### config.mk
export PLATFORM = sky130hd
export DESIGN_NAME = imem_uart_loader
export DESIGN_NICKNAME = d
export VERILOG_FILES = /design/src/rtl/imem_uart_loader.sv
export SDC_FILE = /design/constraint.sdc
export NUM_CORES = 1
export LEC_CHECK = 0
export BUFFER_PORTS_ARGS = -buffer_cell sky130_fd_sc_hd__buf_2
export CAP_MARGIN = 5
export CELL_PAD_IN_SITES_DETAIL_PLACEMENT = 1
export CELL_PAD_IN_SITES_GLOBAL_PLACEMENT = 2
export CORE_ASPECT_RATIO = 1.25
export CORE_MARGIN = 10
export CORE_UTILIZATION = 39
export CTS_CLUSTER_SIZE = 12
export DETAILED_ROUTE_END_ITERATION = 7
export GPL_TIMING_DRIVEN = 0
export MAX_ROUTING_LAYER = met4
export PLACE_DENSITY_LB_ADDON = 0.08
export SYNTH_ARGS = -nofsm -noshare
export SYNTH_HDL_FRONTEND = slang
export SYNTH_SLANG_ARGS = --single-unit
### constraint.sdc
create_clock -name CLK -period 3.5 [get_ports CLK]
set_input_delay 0.175 -clock CLK [delete_from_list [all_inputs] [get_ports CLK]]
set_output_delay 0.175 -clock CLK [all_outputs]
set_load 0.05 [all_outputs]
### src/rtl/imem_uart_loader.sv
// Serial program loader: receives an A5/LEN/words/CHK frame over 8N1 UART and
// writes the packed 16-bit words into instruction memory while holding the CPU.
module imem_uart_loader #(
    parameter int CLK_HZ      = 50_000_000,
    parameter int BAUD        = 115200,
    parameter int ADDR_W      = 8,
    parameter int TIMEOUT_CYC = 1_000_000
) (
    input  logic              CLK,
    input  logic              RST,
    input  logic              UART_RX,
    output logic              imem_we,
    output logic [ADDR_W-1:0] imem_addr,
    output logic [15:0]       imem_wdata,
    output logic              cpu_hold,
    output logic              load_done,
    output logic              load_err,
    output logic [ADDR_W:0]   words_loaded
);
    localparam int CPB   = CLK_HZ / BAUD;
    localparam int HALF  = CPB / 2;
    localparam int CNT_W = $clog2(CPB + 1);
    localparam int TO_W  = $clog2(TIMEOUT_CYC + 1);
    localparam logic [ADDR_W:0] WL_ONE = 1;

    typedef enum logic [1:0] {RX_IDLE, RX_START, RX_DATA, RX_STOP} rx_state_t;
    typedef enum logic [2:0] {WAIT_HDR, LEN, HI, LO, CHK} state_t;

    rx_state_t        rx_state;
    logic             rx_s1, rx_s2, rx_d;
    logic [CNT_W-1:0] bit_cnt;
    logic [2:0]       bit_idx;
    logic [7:0]       rx_byte;
    logic             byte_valid, ferr;

    state_t           state;
    logic [7:0]       len, sum, hi_byte;
    logic [TO_W-1:0]  tcnt;
    logic             timeout;

    // UART receiver: rx_d is the previous synchronized sample, used for edge detection
    always_ff @(posedge CLK or posedge RST) begin
        if (RST) begin
            rx_s1      <= 1'b1;
            rx_s2      <= 1'b1;
            rx_d       <= 1'b1;
            rx_state   <= RX_IDLE;
            bit_cnt    <= '0;
            bit_idx    <= '0;
            rx_byte    <= '0;
            byte_valid <= 1'b0;
            ferr       <= 1'b0;
        end else begin
            rx_s1      <= UART_RX;
            rx_s2      <= rx_s1;
            rx_d       <= rx_s2;
            byte_valid <= 1'b0;
            ferr       <= 1'b0;
            case (rx_state)
                RX_IDLE: begin
                    if (rx_d && !rx_s2) begin
                        rx_state <= RX_START;
                        bit_cnt  <= '0;
                    end
                end
                RX_START: begin
                    if (bit_cnt == CNT_W'(HALF - 1)) begin
                        bit_cnt  <= '0;
                        bit_idx  <= '0;
                        rx_state <= rx_s2 ? RX_IDLE : RX_DATA;
                    end else begin
                        bit_cnt <= bit_cnt + CNT_W'(1);
                    end
                end
                RX_DATA: begin
                    if (bit_cnt == CNT_W'(CPB - 1)) begin
                        bit_cnt <= '0;
                        rx_byte <= {rx_s2, rx_byte[7:1]};
                        bit_idx <= bit_idx + 3'd1;
                        if (bit_idx == 3'd7)
                            rx_state <= RX_STOP;
                    end else begin
                        bit_cnt <= bit_cnt + CNT_W'(1);
                    end
                end
                default: begin
                    if (bit_cnt == CNT_W'(CPB - 1)) begin
                        byte_valid <= rx_s2;
                        ferr       <= !rx_s2;
                        rx_state   <= RX_IDLE;
                    end else begin
                        bit_cnt <= bit_cnt + CNT_W'(1);
                    end
                end
            endcase
        end
    end

    // tcnt is 1 on the first idle clock after byte_valid, so the abort lands TIMEOUT_CYC clocks after it
    assign timeout = !byte_valid && (tcnt == TO_W'(TIMEOUT_CYC - 1));

    always_ff @(posedge CLK or posedge RST) begin
        if (RST) begin
            state        <= WAIT_HDR;
            imem_we      <= 1'b0;
            imem_addr    <= '0;
            imem_wdata   <= '0;
            cpu_hold     <= 1'b0;
            load_done    <= 1'b0;
            load_err     <= 1'b0;
            words_loaded <= '0;
            len          <= '0;
            sum          <= '0;
            hi_byte      <= '0;
            tcnt         <= '0;
        end else begin
            imem_we <= 1'b0;
            if (byte_valid)
                tcnt <= TO_W'(1);
            else if (state != WAIT_HDR)
                tcnt <= tcnt + TO_W'(1);
            else
                tcnt <= '0;

            if (state != WAIT_HDR && (ferr || timeout)) begin
                load_err <= 1'b1;
                state    <= WAIT_HDR;
            end else if (byte_valid) begin
                case (state)
                    WAIT_HDR: begin
                        if (rx_byte == 8'hA5) begin
                            cpu_hold     <= 1'b1;
                            load_done    <= 1'b0;
                            load_err     <= 1'b0;
                            words_loaded <= '0;
                            sum          <= '0;
                            state        <= LEN;
                        end
                    end
                    LEN: begin
                        len   <= rx_byte;
                        sum   <= rx_byte;
                        state <= (rx_byte == 8'd0) ? CHK : HI;
                    end
                    HI: begin
                        hi_byte <= rx_byte;
                        sum     <= sum + rx_byte;
                        state   <= LO;
                    end
                    LO: begin
                        sum          <= sum + rx_byte;
                        imem_we      <= 1'b1;
                        imem_addr    <= words_loaded[ADDR_W-1:0];
                        imem_wdata   <= {hi_byte, rx_byte};
                        words_loaded <= words_loaded + WL_ONE;
                        state <= (words_loaded + WL_ONE == (ADDR_W+1)'(len)) ? CHK : HI;
                    end
                    default: begin
                        if (rx_byte == sum) begin
                            load_done <= 1'b1;
                            cpu_hold  <= 1'b0;
                        end else begin
                            load_err <= 1'b1;
                        end
                        state <= WAIT_HDR;
                    end
                endcase
            end
        end
    end
endmodule

==> results of run 1 <==
flip-flops by register name (all words and copies together), names as in the netlist, 2 cells and up:
| name | flops |
|---|---|
| tcnt | 20 |
| rx_state | 2 |
| len | 8 |
| imem_addr | 8 |
| state | 3 |
| rx_byte | 8 |
| sum | 8 |
| bit_cnt | 9 |
| hi_byte | 8 |
| imem_wdata | 16 |
| words_loaded | 9 |
| bit_idx | 3 |
per-stage QoR:
| step | worst slack [ns] | TNS [ns] |
|---|---|---|
| after floorplan | 0.3993 | 0 |
| after global placement | -1.036 | -110.81 |
| after detailed placement | 0.9245 | 0 |
| after CTS | 0.9005 | 0 |
| after global routing | 0.7086 | 0 |
| final | 0.9415 | 0 |
repair_timing:
item	in CTS	in global routing
resized for setup	0	0
buffers inserted	0	0
hold endpoints to repair	30	0
hold buffers	2	0
synth_stat cells, drive strengths merged, types with 4 or more instances:
| cell type | number |
|---|---|
| a31oi | 5 |
| buf | 9 |
| xnor2 | 16 |
| a21oi | 23 |
| inv | 9 |
| nand3 | 19 |
| nand2 | 109 |
| nand4 | 6 |
| clkbuf | 16 |
| nand2b | 4 |
| dfrtp | 108 |
| or3 | 9 |
| and2 | 6 |
| ha | 14 |
| a22oi | 9 |
| nor2 | 41 |
| nor3 | 9 |
| mux2 | 25 |
| and3 | 12 |
| xor2 | 17 |
| o21ai | 30 |
| nor4 | 7 |
layout make-up:
type	count	area share, %
repair buffers	42	3.882
plain buffers	25	1.681
clock buffers	10	3.662
flip-flops and latches	111	44.49
multi-input cells	410	40.80
well taps	175	3.502
clock inverters	6	1.361
inverters	9	0.6204
cell families after synthesis:
group / share of synthesized area [%]
AND/OR/NAND/NOR: 20.56
flip-flops: 50.83
AO/OA/AOI/OAI: 11.53
buffers and inverters: 2.538
XOR/XNOR: 5.282
multiplexers: 5.694
adder cells (fa/ha/maj): 3.567
per-layer routing:
layer | global-route usage, % | vias up | routed length [µm]
li1 | - | 2043 | -
met1 | 17.72 | 2166 | 5950
met2 | 25.87 | 45 | 7283
met3 | 2.541 | 21 | 357
met4 | 6.573 | 0 | 276
met5 | - | - | 0
worst register-to-register path, stage by stage, from the launching register on:
cell	delay, ns
dfrtp_1	0.48
nor3_1	0.63
nand3_1	0.15
o211a_1	0.17
nor3_1	0.36
buf_2	0.31
nand3_1	0.17
a21bo_1	0.23
worst max path at each step:
stage	startpoint	endpoint	slack, ns
finish	state[2]	len[7]	0.94
global route	byte_valid	words_loaded[2]	0.71
CTS	byte_valid	imem_wdata[12]	0.90
detailed placement	byte_valid	imem_wdata[12]	0.92
global placement	RST	imem_we	-1.04
floorplan	RST	bit_cnt[0]	0.40
power groups by stage:
| stage | logic, µW | clock network, µW | registers [µW] |
|---|---|---|---|
| 2_1_floorplan | 104 | 0 | 1360 |
| 3_3_place_gp | 134 | 0 | 1370 |
| 3_5_place_dp | 146 | 0 | 1370 |
| 4_1_cts | 149 | 1140 | 1340 |
| 5_1_grt | 167 | 1200 | 1350 |
| 6_report | 144 | 1100 | 1340 |
==> results.py, run 1 <==
metrics = {
    "route": {
        "drt-total-wl_mm": 13.87,
        "wl_per_cell_um": 17.60,
        "postRouteAntennaNets": 0,
        "drtIter0Drc": 235,
        "vias_per_cell": 5.425,
        "first_pass_iters": 4,
        "via_count": 4275,
        "route.detailed.drc": 0,
    },
    "worst_setup_path": {
        "required_ns": 3.80,
        "crit_path_max_fanout": 10,
        "cp_top_family": "simple AND/OR/NAND/NOR gates",
        "critPathSlowestCell": "nor3_1",
        "r2r_start": "state[2]",
        "critical-path-max-stage-delay_ns": 0.62,
        "crit_chain": "nor3_1 > nand3_1 > o211a_1 > nor3_1 > buf_2 > nand3_1 > a21bo_1",
        "r2r_end": "len[7]",
        "worst-path-buf-inv": 1,
        "worstSetupPathDepth": 7,
        "crit_type": "reg2reg",
        "critPathLaunchType": "flop",
        "ff2ff_path_depth": 7,
        "crit_path_end_kind": "flop",
        "worst_ep_arrival_time_ns": 2.86,
        "r2r_slack_ns": 0.94,
    },
    "layout": {
        "instances_no_fill": 788,
        "fillCellCount": 1582,
        "final_area_um2": 6252,
        "num_antenna_cells": 0,
        "area_growth_pct": 14.27,
        "layout-drive-gt1-share_pct": 16.15,
        "seq_area_um2": 2781,
        "final_cell_mix": "nand2_1, dfrtp_1, buf_2",
        "multi_input_area_um2": 2551,
        "final_nets": 626,
        "post-route-util_pct": 45.26,
    },
    "floorplanning": {
        "initial_core_util_pct": 39.61,
        "die_area_um2": 19200,
        "placementRows": 48,
        "die_width_um": 125.9,
        "ios": 40,
        "die_h_um": 152.4,
        "coreArea_um2": 13810,
    },
    "grt": {
        "antenna_found_initial": 0,
        "grt_pass1_wl_mm": 24.02,
        "grt_max_degree": 83,
        "grt_pass1_vias": 4707,
        "grt-ovfl-total": 0,
        "grt_use_total_pct": 15.40,
    },
    "pwr": {
        "leakage_uw": 0.003065,
        "intPower_uw": 1990,
        "peakVddDrop_uv": 313.8,
        "clkPwrFrac_pct": 42.6,
        "powerDensity_nw_per_um2": 414.0,
        "share_comb_of_total_power_pct": 5.6,
        "seqPwrFrac_pct": 51.9,
        "p_switching_uw": 598.4,
        "power_uw": 2588,
        "switching_share_pct": 23.12,
    },
    "job": {
        "max-cap-violations": 0,
    },
    "clock_network": {
        "clkSinkCount": 111,
        "tritoncts": "done",
        "clock_latency_ns": 0.36,
        "h-tree-depth": 3,
        "cts_buffers": 9,
        "cts_root_buf": "clkbuf_16",
        "clock_path_buffers": 2,
        "cts.clk_slew.worst_paths_ns": 0.07,
    },
    "synth": {
        "netlist_instances": 555,
        "avgSynthCellArea_um2": 9.859,
        "ys_types": 64,
        "synthTopCellsByArea": "dfrtp_1, nand2_1, mux2_2",
        "seq_area_frac_synth_pct": 50.83,
        "yosysWarnings": 0,
        "synth_area_leader_cell": "dfrtp_1",
        "syn_area_um2": 5471,
        "ys.flop_type": "dfrtp_1",
        "syn_nets": 573,
        "synth_top_area_share_pct": 49.39,
        "async_reset_ff_share_pct": 100.0,
        "ys_seq_elements": 111,
        "synth-edff-count": 0,
    },
    "placed_design": {
        "dp_hpwl_mm": 10.04,
        "gp_congestion": 0.8384,
        "portBuffers": 39,
        "placed_area_um2": 5918,
        "dp_cells": 770,
    },
    "timing": {
        "tightest_slew_ns": 0.7432,
        "whs_ns": 0.3326,
        "min_period_ns": 2.558,
        "fmax_mhz": 390.9,
        "rsz0062_at_grt": "no",
        "setup_viol": 0,
        "fin_crit_sh_pct": 73.10,
        "slew_viol_final": 0,
        "finalHoldViolations": 0,
        "skew_ns": 0.003970,
        "relSlewSlack_pct": 50.27,
    },
    "status": {
        "status": "complete, no violations",
    },
    "min_path": {
        "min_path_type": "in2async",
    },
}
(Power assumes the default switching activity.)
==> run 2, diff against run 1 <==
Clock period 3.5 ns to 2.4 ns, I/O delays scaled along.
==> run 2 against run 1 <==
Core utilization increased by 2.8 points. Worst hold slack better by 0.023 ns. Critical path depth unchanged. Routed wire length rose by 3.6%. Cell count increased by 1.9%. Sequential share of layout area decreased by 2.5 points. Sequential cell count is the same. Critical path type unchanged. Largest cell class unchanged. Largest power group unchanged.
==> results.py, run 2 (synthesis results as in run 1) <==
metrics = {
    "status": {
        "status": "complete, no violations",
    },
    "floorplanning": {
        "die_width_um": 125.9,
        "die_h_um": 152.4,
        "placementRows": 48,
        "die_area_um2": 19200,
        "ios": 40,
        "initial_core_util_pct": 39.61,
        "coreArea_um2": 13810,
    },
    "worst_setup_path": {
        "crit_top_cell": "buf_6",
        "critPathSlowestCell": "or4b_4",
        "crit_path_max_fanout": 10,
        "required_ns": 2.65,
        "r2r_start": "tcnt[13]",
        "crit_chain": "or4b_4 > nor4_4 > a2111o_1 > buf_6 > inv_2 > buf_6 > a22o_1",
        "r2r_slack_ns": 0.05,
        "worst_ep_arrival_time_ns": 2.60,
        "crit_type": "reg2reg",
        "crit_path_end_kind": "flop",
        "critical-path-max-stage-delay_ns": 0.56,
        "critPathLaunchType": "flop",
        "crit_start": "tcnt[13]",
    },
    "placed_design": {
        "portBuffers": 39,
        "placed_area_um2": 5949,
        "gp_congestion": 0.8536,
        "dp_hpwl_mm": 10.10,
    },
    "pwr": {
        "seqPwrFrac_pct": 50.2,
        "peakVddDrop_uv": 398.4,
        "p_switching_uw": 868.0,
        "share_comb_of_total_power_pct": 5.7,
        "leakage_uw": 0.003296,
        "power_uw": 3915,
        "intPower_uw": 3047,
        "switching_share_pct": 22.17,
        "powerDensity_nw_per_um2": 589.8,
        "clkPwrFrac_pct": 44.1,
    },
    "min_path": {
        "min_path_type": "in2async",
    },
    "route": {
        "drtIter0Drc": 169,
        "vias_per_cell": 5.427,
        "route.detailed.drc": 0,
        "first_pass_iters": 4,
        "drt-total-wl_mm": 14.36,
        "via_count": 4358,
        "postRouteAntennaNets": 0,
        "wl_per_cell_um": 17.89,
    },
    "layout": {
        "final_area_um2": 6638,
        "top_regs": "tcnt (20), imem_wdata (16)",
        "largest_register_ffs": 20,
        "largest-register": "tcnt",
        "final_nets": 641,
        "area_growth_pct": 21.31,
        "final_cell_mix": "nand2_1, dfrtp_1, buf_2",
        "num_antenna_cells": 0,
        "final_common_cell": "nand2_1",
        "layout-drive-gt1-share_pct": 22.13,
    },
    "timing": {
        "skew_ns": 0.008779,
        "tightest_slew_ns": 0.6413,
        "whs_ns": 0.3553,
        "rsz0062_at_grt": "yes",
        "setup_tns_ns": 0,
        "finalHoldViolations": 0,
        "relSlewSlack_pct": 56.88,
        "setup_viol": 0,
        "slew_viol_final": 0,
        "fmax_mhz": 425.6,
        "fin_crit_sh_pct": 97.90,
        "min_period_ns": 2.349,
    },
    "clock_network": {
        "clkSinkCount": 111,
        "h-tree-depth": 3,
        "cts_buffers": 9,
        "clock_path_buffers": 2,
        "cts.clk_slew.worst_paths_ns": 0.08,
        "cts_root_buf": "clkbuf_16",
        "tritoncts": "done",
        "clock_latency_ns": 0.36,
    },
    "grt": {
        "antenna_found_initial": 0,
        "grt-ovfl-total": 0,
        "grt_pass1_wl_mm": 23.89,
        "grt_use_total_pct": 15.37,
        "grt_max_degree": 34,
        "grt_pass1_vias": 4659,
    },
    "job": {
        "max-cap-violations": 0,
    },
}
run 2: through the flow:
stage	std cells	setup WS, ns	utilization, %
global placement	769	-0.1328	42.64
global route	803	-0.03734	48.05
floorplan	555	0.1762	-
CTS	792	0.009317	46.18
finish	803	0.05051	48.05
detailed placement	772	-0.1743	43.07
run 2: area by class of cell:
class                      count  area, µm²
buffer                        24      143.9
clock buffer                  12      246.5
multi-input combinational    410       2705
sequential                   111       2785
timing repair buffer          58      405.4
tap                          175      219.0
clock inverter                 4      95.09
inverter                       9      37.54
fill                        1551       7176
run 2: timing repair:
| item | 4_1_cts | 5_1_grt |
|---|---|---|
| gates resized for setup | 11 | 57 |
| gates cloned | 0 | 1 |
| setup endpoints to repair | 72 | 70 |
| hold buffers | 2 | 0 |
| endpoints found under the hold margin | 22 | 0 |
| pin swaps | 3 | 9 |
| buffers inserted | 2 | 11 |
run 2: power groups by stage:
stage,clock (µW),sequential [µW],combinational [µW]
finish,1730,1960,225
global route,1860,1970,259
CTS,1800,1960,228
detailed placement,0,2000,219
global placement,0,1990,196
floorplan,0,1980,152
run 2: critical path, delay by kind of cell (launching register included):
family | cells | cell delay (ns)
buf+inv | 3 | 0.37
flops | 1 | 0.41
simple gates | 2 | 0.96
compound gates | 2 | 0.50
run 2: per-layer routing:
layer  vias to the layer above  routed length (µm)  GRT usage [%]
li1                       2079                   -              -
met3                        19                 383          2.645
met2                        56                7702          26.32
met1                      2204                6008          17.21
met4                         0                 268          6.518
met5                         -                   0              -
run 2: worst paths after layout:
path	cells after the start	endpoint
hold / removal	3	tcnt[12]
max in group asynchronous	5	rx_byte[1]
hold reg to reg	0	rx_s2
setup reg to reg	7	words_loaded[1]
setup / recovery	7	words_loaded[1]
min in group CLK	0	rx_s2
